==> src/rtl/uart_rx_frame.sv <==
// UART receiver: synchronizes the serial line, oversamples it on i_Bclk ticks, deframes
// start/8 data/optional parity/stop, and holds the result in a read-handshake register.
module uart_rx_frame #(
  parameter int OVERSAMPLE  = 16,
  parameter int SYNC_STAGES = 2
) (
  input  logic       i_Pclk,
  input  logic       i_Reset_n,
  input  logic       i_Bclk,
  input  logic [1:0] i_Parity,
  input  logic       i_Rx_Serial,
  input  logic       i_Read,
  output logic [7:0] o_Data,
  output logic       o_Ready,
  output logic       o_Parity_Err,
  output logic       o_Frame_Err,
  output logic       o_Overrun,
  output logic       o_Busy
);

  localparam int CW = (OVERSAMPLE > 2) ? $clog2(OVERSAMPLE) : 1;
  localparam logic [CW-1:0] MID  = CW'(OVERSAMPLE / 2 - 1);
  localparam logic [CW-1:0] LAST = CW'(OVERSAMPLE - 1);

  typedef enum logic [2:0] {S_IDLE, S_START, S_DATA, S_PARITY, S_STOP} state_t;

  // Reset is asserted asynchronously but released in step with i_Pclk.
  logic [1:0] rst_sync_q, rst_sync_d;
  logic       rst_n_int;

  assign rst_sync_d = {rst_sync_q[0], 1'b1};
  assign rst_n_int  = rst_sync_q[1];

  always_ff @(posedge i_Pclk or negedge i_Reset_n) begin
    if (!i_Reset_n) rst_sync_q <= '0;
    else            rst_sync_q <= rst_sync_d;
  end

  logic [SYNC_STAGES-1:0] sync_q, sync_d;
  logic                   line_prev_q, line_prev_d;
  logic                   line;
  state_t                 state_q, state_d;
  logic [CW-1:0]          cnt_q, cnt_d;
  logic [2:0]             idx_q, idx_d;
  logic [7:0]             shift_q, shift_d;
  logic [1:0]             par_mode_q, par_mode_d;
  logic                   perr_frame_q, perr_frame_d;
  logic [7:0]             data_q, data_d;
  logic                   ready_q, ready_d;
  logic                   perr_q, perr_d;
  logic                   ferr_q, ferr_d;
  logic                   ovr_q, ovr_d;
  logic                   commit;

  assign line = sync_q[SYNC_STAGES-1];

  always_comb begin
    sync_d       = {sync_q[SYNC_STAGES-2:0], i_Rx_Serial};
    line_prev_d  = line;
    state_d      = state_q;
    cnt_d        = cnt_q;
    idx_d        = idx_q;
    shift_d      = shift_q;
    par_mode_d   = par_mode_q;
    perr_frame_d = perr_frame_q;
    data_d       = data_q;
    ready_d      = ready_q;
    perr_d       = perr_q;
    ferr_d       = ferr_q;
    ovr_d        = ovr_q;
    commit       = 1'b0;

    case (state_q)
      S_IDLE: begin
        // Arming on a 1->0 edge also keeps a held break from re-triggering.
        if (line_prev_q && !line) begin
          state_d      = S_START;
          cnt_d        = '0;
          par_mode_d   = i_Parity;
          perr_frame_d = 1'b0;
        end
      end
      S_START: begin
        if (i_Bclk) begin
          if (cnt_q == MID) begin
            cnt_d = '0;
            idx_d = '0;
            state_d = line ? S_IDLE : S_DATA;
          end else begin
            cnt_d = cnt_q + CW'(1);
          end
        end
      end
      S_DATA: begin
        if (i_Bclk) begin
          if (cnt_q == LAST) begin
            cnt_d   = '0;
            shift_d = {line, shift_q[7:1]};
            if (idx_q == 3'd7) begin
              state_d = (par_mode_q == 2'd1 || par_mode_q == 2'd2) ? S_PARITY : S_STOP;
            end else begin
              idx_d = idx_q + 3'd1;
            end
          end else begin
            cnt_d = cnt_q + CW'(1);
          end
        end
      end
      S_PARITY: begin
        if (i_Bclk) begin
          if (cnt_q == LAST) begin
            cnt_d = '0;
            if (par_mode_q == 2'd1) perr_frame_d = (line != ^shift_q);
            else                    perr_frame_d = (line != ~^shift_q);
            state_d = S_STOP;
          end else begin
            cnt_d = cnt_q + CW'(1);
          end
        end
      end
      S_STOP: begin
        if (i_Bclk) begin
          if (cnt_q == LAST) begin
            cnt_d   = '0;
            commit  = 1'b1;
            state_d = S_IDLE;
          end else begin
            cnt_d = cnt_q + CW'(1);
          end
        end
      end
      default: state_d = S_IDLE;
    endcase

    // A commit takes priority over a coincident read.
    if (commit) begin
      data_d  = shift_q;
      perr_d  = perr_frame_q;
      ferr_d  = ~line;
      ready_d = 1'b1;
      ovr_d   = ready_q & ~i_Read;
    end else if (i_Read && ready_q) begin
      ready_d = 1'b0;
      perr_d  = 1'b0;
      ferr_d  = 1'b0;
      ovr_d   = 1'b0;
    end
  end

  always_ff @(posedge i_Pclk or negedge rst_n_int) begin
    if (!rst_n_int) begin
      sync_q       <= '1;
      line_prev_q  <= 1'b1;
      state_q      <= S_IDLE;
      cnt_q        <= '0;
      idx_q        <= '0;
      shift_q      <= '0;
      par_mode_q   <= '0;
      perr_frame_q <= 1'b0;
      data_q       <= '0;
      ready_q      <= 1'b0;
      perr_q       <= 1'b0;
      ferr_q       <= 1'b0;
      ovr_q        <= 1'b0;
    end else begin
      sync_q       <= sync_d;
      line_prev_q  <= line_prev_d;
      state_q      <= state_d;
      cnt_q        <= cnt_d;
      idx_q        <= idx_d;
      shift_q      <= shift_d;
      par_mode_q   <= par_mode_d;
      perr_frame_q <= perr_frame_d;
      data_q       <= data_d;
      ready_q      <= ready_d;
      perr_q       <= perr_d;
      ferr_q       <= ferr_d;
      ovr_q        <= ovr_d;
    end
  end

  assign o_Data       = data_q;
  assign o_Ready      = ready_q;
  assign o_Parity_Err = perr_q;
  assign o_Frame_Err  = ferr_q;
  assign o_Overrun    = ovr_q;
  assign o_Busy       = (state_q != S_IDLE);

endmodule

==> config.mk <==
export PLATFORM = sky130hd
export DESIGN_NAME = uart_rx_frame
export DESIGN_NICKNAME = d
export VERILOG_FILES = /design/src/rtl/uart_rx_frame.sv
export SDC_FILE = /design/constraint.sdc
export NUM_CORES = 1
export LEC_CHECK = 0
export BUFFER_PORTS_ARGS = -buffer_cell sky130_fd_sc_hd__clkbuf_2
export CAP_MARGIN = 20
export CORE_MARGIN = 2
export CORE_UTILIZATION = 45
export CTS_CLUSTER_SIZE = 24
export DETAILED_ROUTE_END_ITERATION = 10
export PLACE_DENSITY = 0.66
export SLEW_MARGIN = 20
export SYNTH_ARGS = -nofsm -noshare
export SYNTH_HDL_FRONTEND = slang
export SYNTH_SLANG_ARGS = --single-unit
==> constraint.sdc <==
create_clock -name i_Pclk -period 1.5 [get_ports i_Pclk]
set_clock_uncertainty 0.05 [all_clocks]
set_input_delay 0.075 -clock i_Pclk [delete_from_list [all_inputs] [get_ports i_Pclk]]
set_output_delay 0.075 -clock i_Pclk [all_outputs]
set_load 0.1 [all_outputs]
==> impl_metrics.ini <==
[final_layout]
final_nets = 228
area_growth_pct = 49.5
fillers = 275
final_cells = 268
drive_above_1_share_pct = 56.4
final_area_mm2 = 0.00278
final_util_pct = 69.9
diodes = 0

[routing]
routed_wl_um = 4300
routedWlPerCell_um = 16.0
via_per_inst = 5.46
drtIter0Drc = 70
drtAntennaViolNets = 0
first_pass_iters = 4
drc = 0
via_count = 1464

[sta]
final-setup-viol-count = 29
worst_pin_slew_ps = 550
setup_ws_ps = -421
setup_tns_ps = -4700
fmax_mhz = 521
fin_crit_sh_pct = 128
hold_viol = 0
fin_crit_ps = 1920
drv_slew = 0
rsz0062_at_grt = true
max_slew_margin_pct = 63.5
fin_hold_ws_ps = 63.4

[global_routing]
grt_pass1_vias = 1462
grt_usage_pct = 20.5
antenna_found_initial = 0
grt_max_degree = 37
grt_overflow_total = 0
grt_first_pass_wirelength_um = 6960

[synth]
synth-edff-count = 0
yosysTopAreaCell = dfrtp_1
synth_nets = 164
synth_compound_area_share_pct = 10.8
yosysTopAreaCellShare_pct = 47.2
synth-simple-area-share_pct = 13.0
yosysWarnings = 0
synthCells = 153
ys_types = 48
syn_area_mm2 = 0.00186
synth_seq_area_share_pct = 51.4
yosys-top-cells-area = dfrtp_1 (47%), mux2_2 (9.7%), dfstp_2 (4.2%)
synth_mux_area_share_pct = 14.4
synth_ff_type = dfrtp_1
yosys.area_share.adder_pct = 2.70
synth-seq-cells = 38
synth-xor-area-share_pct = 4.51
synth_top_family_by_area = multiplexers
async_flop_share_pct = 100
avgSynthCellArea_um2 = 12.1

[clocking]
ctsRootBufferMaster = clkbuf_8
cts.sinks = 38
cts_tree = yes
clkSlewWorstSetupHoldPaths_ps = 80
numCtsBuffers = 5
htree_num_levels = 2
insertion_delay_ps = 290
clk_path_buf_depth = 2

[setup_path]
cp-endpoint = idx_q[0]
worst-path-max-fanout = 3
startpoint = idx_q[1]
critical_path_class = reg -> reg
max_stage_delay_ps = 400
critPathArrivalTime_ps = 2050
r2r_end = idx_q[0]
cp_cell_sequence = ha_2, ha_4, nor4bb_4, a21oi_1, or3_4, mux2_4
cp-start-kind = flop
r2r_cells = 6
cp_slowest_cell = dfrtp_1
timing.rr.start = idx_q[1]
cp.required_ps = 1620
rrSetupSlack_ps = -420
critPathCaptureType = flop

[power]
p_int_mw = 2.57
swShare_pct = 29.4
ir_worst_vdd_mv = 0.709
p_seq_share_pct = 35.6
clkPwrFrac_pct = 28.7
p_switching_mw = 1.07
pwr-share-comb_pct = 35.8
power_mw = 3.64
power_density_mw_per_mm2 = 1310
p_leak_nw = 1.31

[placement]
placedCellCount = 244
dp_hpwl_um = 2720
pre_cts_slack_ps = -459
place.gp.congestion = 0.801
placed_area_mm2 = 0.00230
numPortBuffers = 19

[min_path]
hp-class = in -> async

[outcome]
violations = negative setup slack
status = finished, violations left

[floorplan]
initial_core_util_pct = 46.8
die_area_mm2 = 0.00466
row_count = 23
ios = 20
fp.dieW_um = 68.2
die_h_um = 68.2
core_region_area_mm2 = 0.00397

[job]
maxCapViolations = 0
## layer usage
layer | vias to the layer above | share of wire, % | track usage [%] | routed length [um]
li1 | 687 | - | - | -
met1 | 748 | 44 | 26.5 | 1890
met2 | 22 | 52 | 33.3 | 2220
met3 | 7 | 2.5 | 4.93 | 106
met4 | 0 | 1.9 | 7.50 | 81
met5 | - | 0 | 0 | 0
## cells in the final DEF, fill, tap and decap left out, types with 2 or more instances in the layout
| cell type | netlist | routed |
|---|---|---|
| dfrtp_1 | 35 | 32 |
| o211ai_1 | 3 | 3 |
| buf_6 | 0 | 11 |
| nor2_4 | 0 | 2 |
| and3_1 | 5 | 4 |
| clkbuf_2 | 0 | 18 |
| or3b_4 | 1 | 2 |
| mux2_2 | 16 | 5 |
| o21ai_2 | 0 | 2 |
| nand3_4 | 0 | 2 |
| xnor2_1 | 7 | 7 |
| dlygate4sd3_1 | 0 | 5 |
| nor3b_1 | 3 | 2 |
| nand2_1 | 4 | 3 |
| nor2b_1 | 2 | 2 |
| mux2_4 | 2 | 18 |
| ha_4 | 0 | 2 |
| o21ai_1 | 2 | 5 |
| buf_4 | 1 | 26 |
| a21oi_1 | 4 | 3 |
| nand3_1 | 5 | 4 |
| dfstp_2 | 3 | 3 |
| a2111oi_4 | 0 | 2 |
| dfrtp_2 | 0 | 3 |
| clkbuf_8 | 0 | 5 |
| inv_1 | 6 | 6 |
| nor2_1 | 5 | 2 |
| bufinv_16 | 0 | 2 |
| or3_4 | 1 | 2 |
## registers in the layout, summed over array words and instances (netlist names), 2 cells and up
| register | flops |
|---|---|
| o_Data | 8 |
| shift_q | 8 |
| cnt_q | 4 |
| idx_q | 3 |
| state_q | 3 |
| par_mode_q | 2 |
| rst_sync_q | 2 |
| sync_q | 2 |
## how the worst min path moves through the flow
| stage | startpoint | end | slack [ps] | depth (start not counted) |
|---|---|---|---|---|
| final | i_Reset_n | rst_sync_q[1] | 60 | 2 |
| after global routing | i_Reset_n | rst_sync_q[1] | 60 | 2 |
| after CTS | i_Reset_n | rst_sync_q[0] | 50 | 2 |
| after detailed placement | i_Reset_n | rst_sync_q[1] | -190 | 1 |
| after global placement | i_Reset_n | rst_sync_q[1] | -190 | 1 |
| after floorplan | i_Reset_n | rst_sync_q[0] | -270 | 0 |
## worst max-delay path: cells and delay by family (launching register included)
kind	cells	cell delay, ps
and+or+nand+nor	2	610
DFF	1	400
AOI/OAI and AO/OA	1	60
muxes	1	310
adders and majority gates	2	360
## Yosys cell counts, types with 2 or more instances
| cell type | number |
|---|---|
| nor2b_1 | 2 |
| o21ai_0 | 6 |
| inv_1 | 6 |
| mux2_2 | 16 |
| o211ai_1 | 3 |
| mux2_4 | 2 |
| nor2_1 | 5 |
| nand2_1 | 4 |
| nor3b_1 | 3 |
| a2111oi_0 | 2 |
| ha_1 | 4 |
| a21oi_1 | 4 |
| dfrtp_1 | 35 |
| buf_2 | 5 |
| mux2_1 | 5 |
| xnor2_1 | 7 |
| nand3_1 | 5 |
| and3_1 | 5 |
| o21ai_1 | 2 |
| nor3_1 | 2 |
| dfstp_2 | 3 |
## area by class of cell
| cell class | count | area (um^2) | share of cell area [%] |
|---|---|---|---|
| Timing Repair Buffer | 62 | 494 | 17.8 |
| Multi-Input combinational cell | 104 | 1100 | 39.7 |
| Inverter | 6 | 22.5 | 0.811 |
| Clock buffer | 5 | 68.8 | 2.48 |
| Sequential cell | 38 | 958 | 34.5 |
| Tap cell | 50 | 62.6 | 2.25 |
| Clock inverter | 3 | 68.8 | 2.48 |
## kinds of logic after synthesis
group	after synthesis
flops	38
other cells	1
mux	23
simple gates	38
xor+xnor	8
fa+ha+maj	4
compound gates	29
buf+inv	12
## power by group through the flow
stage / clock network [mW] / registers, mW / logic, mW
after floorplan: 0 / 1.33 / 0.581
after global placement: 0 / 1.29 / 0.940
after detailed placement: 0 / 1.30 / 0.981
final: 1.05 / 1.30 / 1.30
after CTS: 1.07 / 1.29 / 1.07
after global routing: 1.12 / 1.31 / 1.41
## timing repair
item,in CTS,in global routing
endpoints found under the setup margin,33,33
pin swaps,8,12
hold buffers,5,0
setup buffers,3,8
endpoints found under the hold margin,6,0
resized for setup,18,34
gates cloned,1,0
No activity file was read; power rests on OpenSTA's default activity.
